`src/rtl/riscv_mem_sched_if.sv`:
```
// Core-side fetch/load-store handshakes and the shared memory port of riscv_mem_sched.
// slave is the scheduler's view; master is the core + RAM side.
interface riscv_mem_sched_if #(
  parameter int unsigned ADDR_W = 32,
  parameter int unsigned DATA_W = 32
);
  logic              if_req;
  logic [ADDR_W-1:0] if_addr;
  logic [DATA_W-1:0] if_rdata;
  logic              if_done;

  logic              ls_req;
  logic              ls_we;
  logic [1:0]        ls_size;
  logic              ls_signed;
  logic [ADDR_W-1:0] ls_addr;
  logic [DATA_W-1:0] ls_wdata;
  logic [DATA_W-1:0] ls_rdata;
  logic              ls_done;
  logic              ls_err;

  logic              mem_en;
  logic              mem_rw;
  logic [ADDR_W-1:0] mem_addr;
  logic [DATA_W-1:0] mem_wdata;
  logic [DATA_W-1:0] mem_rdata;

  logic              busy;

  modport slave (
    input  if_req, if_addr, ls_req, ls_we, ls_size, ls_signed, ls_addr, ls_wdata, mem_rdata,
    output if_rdata, if_done, ls_rdata, ls_done, ls_err, mem_en, mem_rw, mem_addr, mem_wdata, busy
  );

  modport master (
    output if_req, if_addr, ls_req, ls_we, ls_size, ls_signed, ls_addr, ls_wdata, mem_rdata,
    input  if_rdata, if_done, ls_rdata, ls_done, ls_err, mem_en, mem_rw, mem_addr, mem_wdata, busy
  );
endinterface

```
`src/rtl/riscv_mem_sched.sv`:
```
// Shares one single-port RAM between instruction fetch and load/store, alternating on
// conflict; sub-word stores become read-modify-write pairs, misaligned accesses error out.
module riscv_mem_sched #(
  parameter int unsigned ADDR_W  = 32,
  parameter int unsigned DATA_W  = 32,
  parameter int unsigned MEM_LAT = 1
) (
  input logic              clk,
  input logic              rst_n,
  riscv_mem_sched_if.slave bus
);

  typedef enum logic [2:0] {IDLE, RD_ISSUE, RD_WAIT, WR_ISSUE, RESP} state_t;
  typedef enum logic {G_IF, G_LS} grant_t;

  localparam logic [2:0] WAIT_LAST = 3'(MEM_LAT - 1);

  state_t            state_q, state_d;
  grant_t            last_grant_q, owner_q, grant_d;
  logic              err_q;
  logic [2:0]        cnt_q;
  logic [DATA_W-1:0] word_q;
  logic [ADDR_W-1:0] addr_q;
  logic [DATA_W-1:0] wdata_q;

  logic              pick_ls, ls_bad, ls_word_st, wait_done;
  logic [DATA_W-1:0] merged, ld_ext;
  logic [7:0]        ld_byte;
  logic [15:0]       ld_half;

  // On conflict the port that did not win last time gets the grant.
  assign pick_ls    = bus.ls_req && (!bus.if_req || last_grant_q == G_IF);
  assign grant_d    = pick_ls ? G_LS : G_IF;
  assign ls_bad     = (bus.ls_size == 2'b11) ||
                      (bus.ls_size == 2'b01 && bus.ls_addr[0]) ||
                      (bus.ls_size == 2'b10 && bus.ls_addr[1:0] != 2'b00);
  assign ls_word_st = bus.ls_we && bus.ls_size == 2'b10;
  assign wait_done  = cnt_q == WAIT_LAST;

  always_comb begin
    merged = bus.mem_rdata;
    if (bus.ls_size == 2'b00)
      merged[{bus.ls_addr[1:0], 3'b000} +: 8] = bus.ls_wdata[7:0];
    else
      merged[{bus.ls_addr[1], 4'b0000} +: 16] = bus.ls_wdata[15:0];
  end

  always_comb begin
    ld_byte = word_q[{bus.ls_addr[1:0], 3'b000} +: 8];
    ld_half = word_q[{bus.ls_addr[1], 4'b0000} +: 16];
    unique case (bus.ls_size)
      2'b00:   ld_ext = {{(DATA_W-8){bus.ls_signed & ld_byte[7]}}, ld_byte};
      2'b01:   ld_ext = {{(DATA_W-16){bus.ls_signed & ld_half[15]}}, ld_half};
      default: ld_ext = word_q;
    endcase
  end

  always_ff @(posedge clk or negedge rst_n) begin
    if (!rst_n) state_q <= IDLE;
    else        state_q <= state_d;
  end

  always_comb begin
    state_d = state_q;
    unique case (state_q)
      IDLE: begin
        if (pick_ls) begin
          if (ls_bad)          state_d = RESP;
          else if (ls_word_st) state_d = WR_ISSUE;
          else                 state_d = RD_ISSUE;
        end else if (bus.if_req) begin
          state_d = RD_ISSUE;
        end
      end
      RD_ISSUE: state_d = RD_WAIT;
      RD_WAIT:  if (wait_done) state_d = (owner_q == G_LS && bus.ls_we) ? WR_ISSUE : RESP;
      WR_ISSUE: state_d = RESP;
      RESP:     state_d = IDLE;
      default:  state_d = IDLE;
    endcase
  end

  always_ff @(posedge clk or negedge rst_n) begin
    if (!rst_n) begin
      last_grant_q <= G_IF;
      owner_q      <= G_IF;
      err_q        <= 1'b0;
      cnt_q        <= '0;
      word_q       <= '0;
      addr_q       <= '0;
      wdata_q      <= '0;
    end else begin
      unique case (state_q)
        IDLE: begin
          if (bus.if_req || bus.ls_req) begin
            owner_q      <= grant_d;
            last_grant_q <= grant_d;
            err_q        <= pick_ls && ls_bad;
            cnt_q        <= '0;
            // Rejected accesses leave the memory bus untouched.
            if (!(pick_ls && ls_bad))
              addr_q <= (pick_ls ? bus.ls_addr : bus.if_addr) & ~ADDR_W'(3);
            if (pick_ls && ls_word_st)
              wdata_q <= bus.ls_wdata;
          end
        end
        RD_WAIT: begin
          cnt_q <= cnt_q + 3'd1;
          if (wait_done) begin
            word_q <= bus.mem_rdata;
            if (owner_q == G_LS && bus.ls_we) wdata_q <= merged;
          end
        end
        default: ;
      endcase
    end
  end

  always_comb begin
    bus.mem_en    = state_q == RD_ISSUE || state_q == WR_ISSUE;
    bus.mem_rw    = state_q == WR_ISSUE;
    bus.mem_addr  = addr_q;
    bus.mem_wdata = wdata_q;
    bus.busy      = state_q != IDLE;
    bus.if_done   = state_q == RESP && owner_q == G_IF;
    bus.ls_done   = state_q == RESP && owner_q == G_LS;
    bus.ls_err    = bus.ls_done && err_q;
    bus.if_rdata  = bus.if_done ? word_q : '0;
    bus.ls_rdata  = (bus.ls_done && !err_q && !bus.ls_we) ? ld_ext : '0;
  end

endmodule

```
`src/flat_wrapper.sv`:
```
// flat-port wrapper written by rule: the top's interface ports become plain ports
module riscv_mem_sched_flat 
#(
  parameter int unsigned ADDR_W  = 32,
  parameter int unsigned DATA_W  = 32,
  parameter int unsigned MEM_LAT = 1
)
  (clk, rst_n, bus_if_req, bus_if_addr, bus_ls_req, bus_ls_we, bus_ls_size, bus_ls_signed, bus_ls_addr, bus_ls_wdata, bus_mem_rdata, bus_if_rdata, bus_if_done, bus_ls_rdata, bus_ls_done, bus_ls_err, bus_mem_en, bus_mem_rw, bus_mem_addr, bus_mem_wdata, bus_busy);
  riscv_mem_sched_if #(.ADDR_W(ADDR_W), .DATA_W(DATA_W)) bus_i ();
  input logic clk;
  input logic rst_n;
  input wire logic [$bits(bus_i.if_req)-1:0] bus_if_req;
  input wire logic [$bits(bus_i.if_addr)-1:0] bus_if_addr;
  input wire logic [$bits(bus_i.ls_req)-1:0] bus_ls_req;
  input wire logic [$bits(bus_i.ls_we)-1:0] bus_ls_we;
  input wire logic [$bits(bus_i.ls_size)-1:0] bus_ls_size;
  input wire logic [$bits(bus_i.ls_signed)-1:0] bus_ls_signed;
  input wire logic [$bits(bus_i.ls_addr)-1:0] bus_ls_addr;
  input wire logic [$bits(bus_i.ls_wdata)-1:0] bus_ls_wdata;
  input wire logic [$bits(bus_i.mem_rdata)-1:0] bus_mem_rdata;
  output wire logic [$bits(bus_i.if_rdata)-1:0] bus_if_rdata;
  output wire logic [$bits(bus_i.if_done)-1:0] bus_if_done;
  output wire logic [$bits(bus_i.ls_rdata)-1:0] bus_ls_rdata;
  output wire logic [$bits(bus_i.ls_done)-1:0] bus_ls_done;
  output wire logic [$bits(bus_i.ls_err)-1:0] bus_ls_err;
  output wire logic [$bits(bus_i.mem_en)-1:0] bus_mem_en;
  output wire logic [$bits(bus_i.mem_rw)-1:0] bus_mem_rw;
  output wire logic [$bits(bus_i.mem_addr)-1:0] bus_mem_addr;
  output wire logic [$bits(bus_i.mem_wdata)-1:0] bus_mem_wdata;
  output wire logic [$bits(bus_i.busy)-1:0] bus_busy;
  assign bus_i.if_req = bus_if_req;
  assign bus_i.if_addr = bus_if_addr;
  assign bus_i.ls_req = bus_ls_req;
  assign bus_i.ls_we = bus_ls_we;
  assign bus_i.ls_size = bus_ls_size;
  assign bus_i.ls_signed = bus_ls_signed;
  assign bus_i.ls_addr = bus_ls_addr;
  assign bus_i.ls_wdata = bus_ls_wdata;
  assign bus_i.mem_rdata = bus_mem_rdata;
  assign bus_if_rdata = bus_i.if_rdata;
  assign bus_if_done = bus_i.if_done;
  assign bus_ls_rdata = bus_i.ls_rdata;
  assign bus_ls_done = bus_i.ls_done;
  assign bus_ls_err = bus_i.ls_err;
  assign bus_mem_en = bus_i.mem_en;
  assign bus_mem_rw = bus_i.mem_rw;
  assign bus_mem_addr = bus_i.mem_addr;
  assign bus_mem_wdata = bus_i.mem_wdata;
  assign bus_busy = bus_i.busy;
  riscv_mem_sched #(.ADDR_W(ADDR_W), .DATA_W(DATA_W), .MEM_LAT(MEM_LAT)) u_core (.clk(clk), .rst_n(rst_n), .bus(bus_i));
endmodule
```
`config.mk`:
```
export PLATFORM = sky130hd
export DESIGN_NAME = riscv_mem_sched_flat
export DESIGN_NICKNAME = d
export VERILOG_FILES = /design/src/rtl/riscv_mem_sched_if.sv /design/src/rtl/riscv_mem_sched.sv /design/src/flat_wrapper.sv
export SDC_FILE = /design/constraint.sdc
export NUM_CORES = 1
export LEC_CHECK = 0
export CORE_UTILIZATION = 48
export CTS_BUF_LIST = sky130_fd_sc_hd__clkbuf_8
export DETAILED_ROUTE_END_ITERATION = 10
export PLACE_DENSITY_LB_ADDON = 0.25
export SKIP_CTS_REPAIR_TIMING = 1
export SLEW_MARGIN = 5
export SYNTH_ARGS = -nofsm -noshare
export SYNTH_HDL_FRONTEND = slang
export SYNTH_SLANG_ARGS = --single-unit
```
`constraint.sdc`:
```
create_clock -name clk -period 4.8 [get_ports clk]
set_input_delay 1.2 -clock clk [delete_from_list [all_inputs] [get_ports clk]]
set_output_delay 1.2 -clock clk [all_outputs]
set_load 0.1 [all_outputs]
```
==> impl_metrics.json <==
{
  "antenna_found_initial": 0,
  "maxSlewHeadroom": 0.245,
  "fp-row-count": 41,
  "worstPathRequired_ns": 3.60,
  "r2r_start": "u_core.state_q[1]",
  "synth-warning-count": 0,
  "skew_ns": 0.0108,
  "synth.top_cell.area_share": 0.407,
  "vdd_drop_max_uv": 605,
  "critical_path_class": "in -> out",
  "cts_tree": "done",
  "crit_fanout": 8,
  "port-buffer-count": 265,
  "min_period_ns": 4.56,
  "ys_top_cells_by_count": "nand2_1 (148), dfrtp_1 (102), inv_1 (56), mux2_2 (56), o21ai_0 (52)",
  "p_clk_frac": 0.084,
  "fp.dieW_um": 116,
  "dpl.hpwl_mm": 17.0,
  "p_int_mw": 2.65,
  "multi_input_area_um2": 3390,
  "tightest_slew_ns": 1.13,
  "synth_area_um2": 6270,
  "yosysMostFrequentCell": "nand2_1",
  "global_route.usage.met1": 0.398,
  "syn-instance-count": 700,
  "place_congestion": 0.932,
  "grtUsageMet2": 0.560,
  "end_kind": "output port",
  "cp-start-kind": "primary input",
  "synthFlopType": "dfrtp_1",
  "cts_sinks": 102,
  "power_density_nw_per_um2": 672,
  "cap_violations": 0,
  "ios": 270,
  "synth_edf_count": 0,
  "finalWirelength_mm": 22.1,
  "setup_violations": 0,
  "synth.distinct_cells": 52,
  "core_region_area_um2": 12700,
  "grt_max_degree": 75,
  "setup_tns_ns": 0,
  "finish.utilization": 0.756,
  "diodes": 0,
  "r2r_cells": 3,
  "hp-class": "reg -> reg",
  "critPathLaunch": "bus_ls_size[0]",
  "routedWlPerCell_um": 19.7,
  "swShare": 0.587,
  "synth.avg_cell_area_um2": 8.95,
  "clk_pin_slew_ns": 0.10,
  "async_reset_ff_frac": 1.00,
  "ff_latch_area_um2": 2550,
  "status": "completed",
  "clock.fmax_mhz": 219,
  "grt_util_met3": 0.0887,
  "final_max_slew_viol_count": 0,
  "rsz0062_at_grt": "false",
  "grt_usage": 0.331,
  "crit_arrival_ns": 3.36,
  "start_util": 0.495,
  "nets": 1088,
  "die-area_um2": 13500,
  "vias_per_cell": 5.68,
  "post-route-period-util": 0.950,
  "drc": 0,
  "drtIter0Drc": 499,
  "area_growth_pct": 52.8,
  "numCtsBuffers": 9,
  "reg2reg_to": "u_core.word_q[4]",
  "ant_nets": 0,
  "yosysSeqAreaShare": 0.407,
  "worstHoldStart": "u_core.bus.mem_addr[15]",
  "fillCellCount": 890,
  "grt.overflow.total": 0,
  "comb_power_share": 0.668,
  "clock-root-buffer": "clkbuf_8",
  "synth-seq-cells": 102,
  "clk_latency_ns": 0.38,
  "grt_pass1_vias": 6276,
  "cts_max_level": 3,
  "dr.pass1.iters": 7,
  "p_leak_nw": 4.21,
  "p_seq_frac": 0.248,
  "finalHoldViolations": 0,
  "drive_above_1_share": 0.209,
  "vias": 6379,
  "clk_path_buf_depth": 2,
  "crit_path_end": "bus_ls_rdata[9]",
  "synthDominantAreaCellType": "dfrtp_1",
  "r2r_setup_slack_ns": 1.85,
  "die_h_um": 116,
  "p_sw_mw": 3.78,
  "busiest_layer": "met2",
  "synth_area_leaders": "dfrtp_1 (41%), mux2_2 (10%), nand2_1 (8.9%), o21ai_0 (4.2%), mux2i_1 (3.7%)",
  "grt_pass1_wl_mm": 33.4,
  "whs_ns": 0.514
}
-- worst max-delay path: stages --
cell	delay, ns
clkdlybuf4s50_1	0.52
nor3_1	0.36
a22o_1	0.26
a21oi_1	0.08
buf_4	0.20
a221oi_1	0.49
buf_12	0.25
-- final cells by class --
type                    count  area share
multi-input cells         493       0.354
clock inverters             5     0.00366
flip-flops and latches    102       0.267
inverters                  56      0.0220
clock buffers              11      0.0158
repair buffers            284       0.316
well taps                 172      0.0225
-- sequential cells by signal, summed over array words and instances, names as in the netlist --
register / count
u_core.cnt_q: 3
u_core.state_q: 3
u_core.word_q: 32
u_core.last_grant_q: 1
u_core.bus.mem_wdata: 32
u_core.err_q: 1
u_core.bus.mem_addr: 30
-- layer usage --
layer | vias to the layer above | share of wire
li1 | 2901 | -
met1 | 3057 | 0.39
met2 | 362 | 0.48
met3 | 59 | 0.092
met4 | 0 | 0.036
met5 | - | 0
-- power by group through the flow --
stage / clock network [mW] / logic, mW / registers, mW
final: 0.538 / 4.30 / 1.60
after global routing: 0.582 / 4.48 / 1.64
after CTS: 0.543 / 4.30 / 1.59
after detailed placement: 0 / 4.29 / 1.61
after global placement: 0 / 4.23 / 1.58
after floorplan: 0 / 1.39 / 3.40
-- cell families after synthesis --
kind of cell             after synthesis  synth area share
AO/OA/AOI/OAI                        150             0.164
XOR/XNOR                               1           0.00140
adder cells (fa/ha/maj)                6            0.0120
buffers and inverters                106            0.0705
flip-flops                           102             0.407
multiplexers                          87             0.157
other                                  1          0.000598
AND/OR/NAND/NOR                      247             0.188
-- stage by stage --
step | power, mW | cell area (um2) | worst slack [ns] | cells
after detailed placement | 5.89 | 9380 | 0.227 | 1107
final | 6.43 | 9580 | 0.241 | 1123
after CTS | 6.43 | 9570 | 0.226 | 1123
after global placement | 5.81 | 9380 | 0.317 | 1107
after global routing | 6.70 | 9580 | 0.133 | 1123
after floorplan | 4.79 | 6350 | -0.869 | 701
-- worst min-delay path by stage --
stage	cells past startpoint	endpoint
finish	1	u_core.bus.mem_addr[15]
global route	1	u_core.bus.mem_addr[30]
CTS	1	u_core.bus.mem_addr[9]
detailed placement	1	u_core.bus.mem_wdata[27]
global placement	1	u_core.bus.mem_addr[18]
floorplan	2	u_core.err_q
-- layout by cell type, fill, tap and decap left out, types with 2 or more instances in the layout --
| cell | n |
|---|---|
| a22o_1 | 9 |
| a211oi_2 | 2 |
| o32ai_1 | 8 |
| o221ai_1 | 7 |
| nand4bb_1 | 7 |
| nand3_1 | 8 |
| a21boi_0 | 4 |
| clkbuf_8 | 11 |
| inv_1 | 57 |
| nor3b_1 | 3 |
| buf_12 | 32 |
| a21o_1 | 2 |
| and2_1 | 34 |
| a21oi_1 | 4 |
| o21a_1 | 2 |
| a21oi_2 | 16 |
| conb_1 | 2 |
| o22ai_1 | 2 |
| clkdlybuf4s50_1 | 197 |
| a31oi_1 | 8 |
| mux2_4 | 8 |
| clkinv_4 | 3 |
| nand2b_1 | 6 |
| a221oi_1 | 21 |
| dfrtp_1 | 102 |
| mux2i_1 | 23 |
| o21ai_0 | 52 |
| nor2_1 | 17 |
| and3_1 | 2 |
| ha_1 | 6 |
| nand2_1 | 148 |
| nor3_1 | 3 |
| nor2b_1 | 4 |
| nor4_1 | 4 |
| mux2_2 | 56 |
| a221oi_2 | 4 |
| buf_4 | 54 |
(Power assumes the default switching activity.)
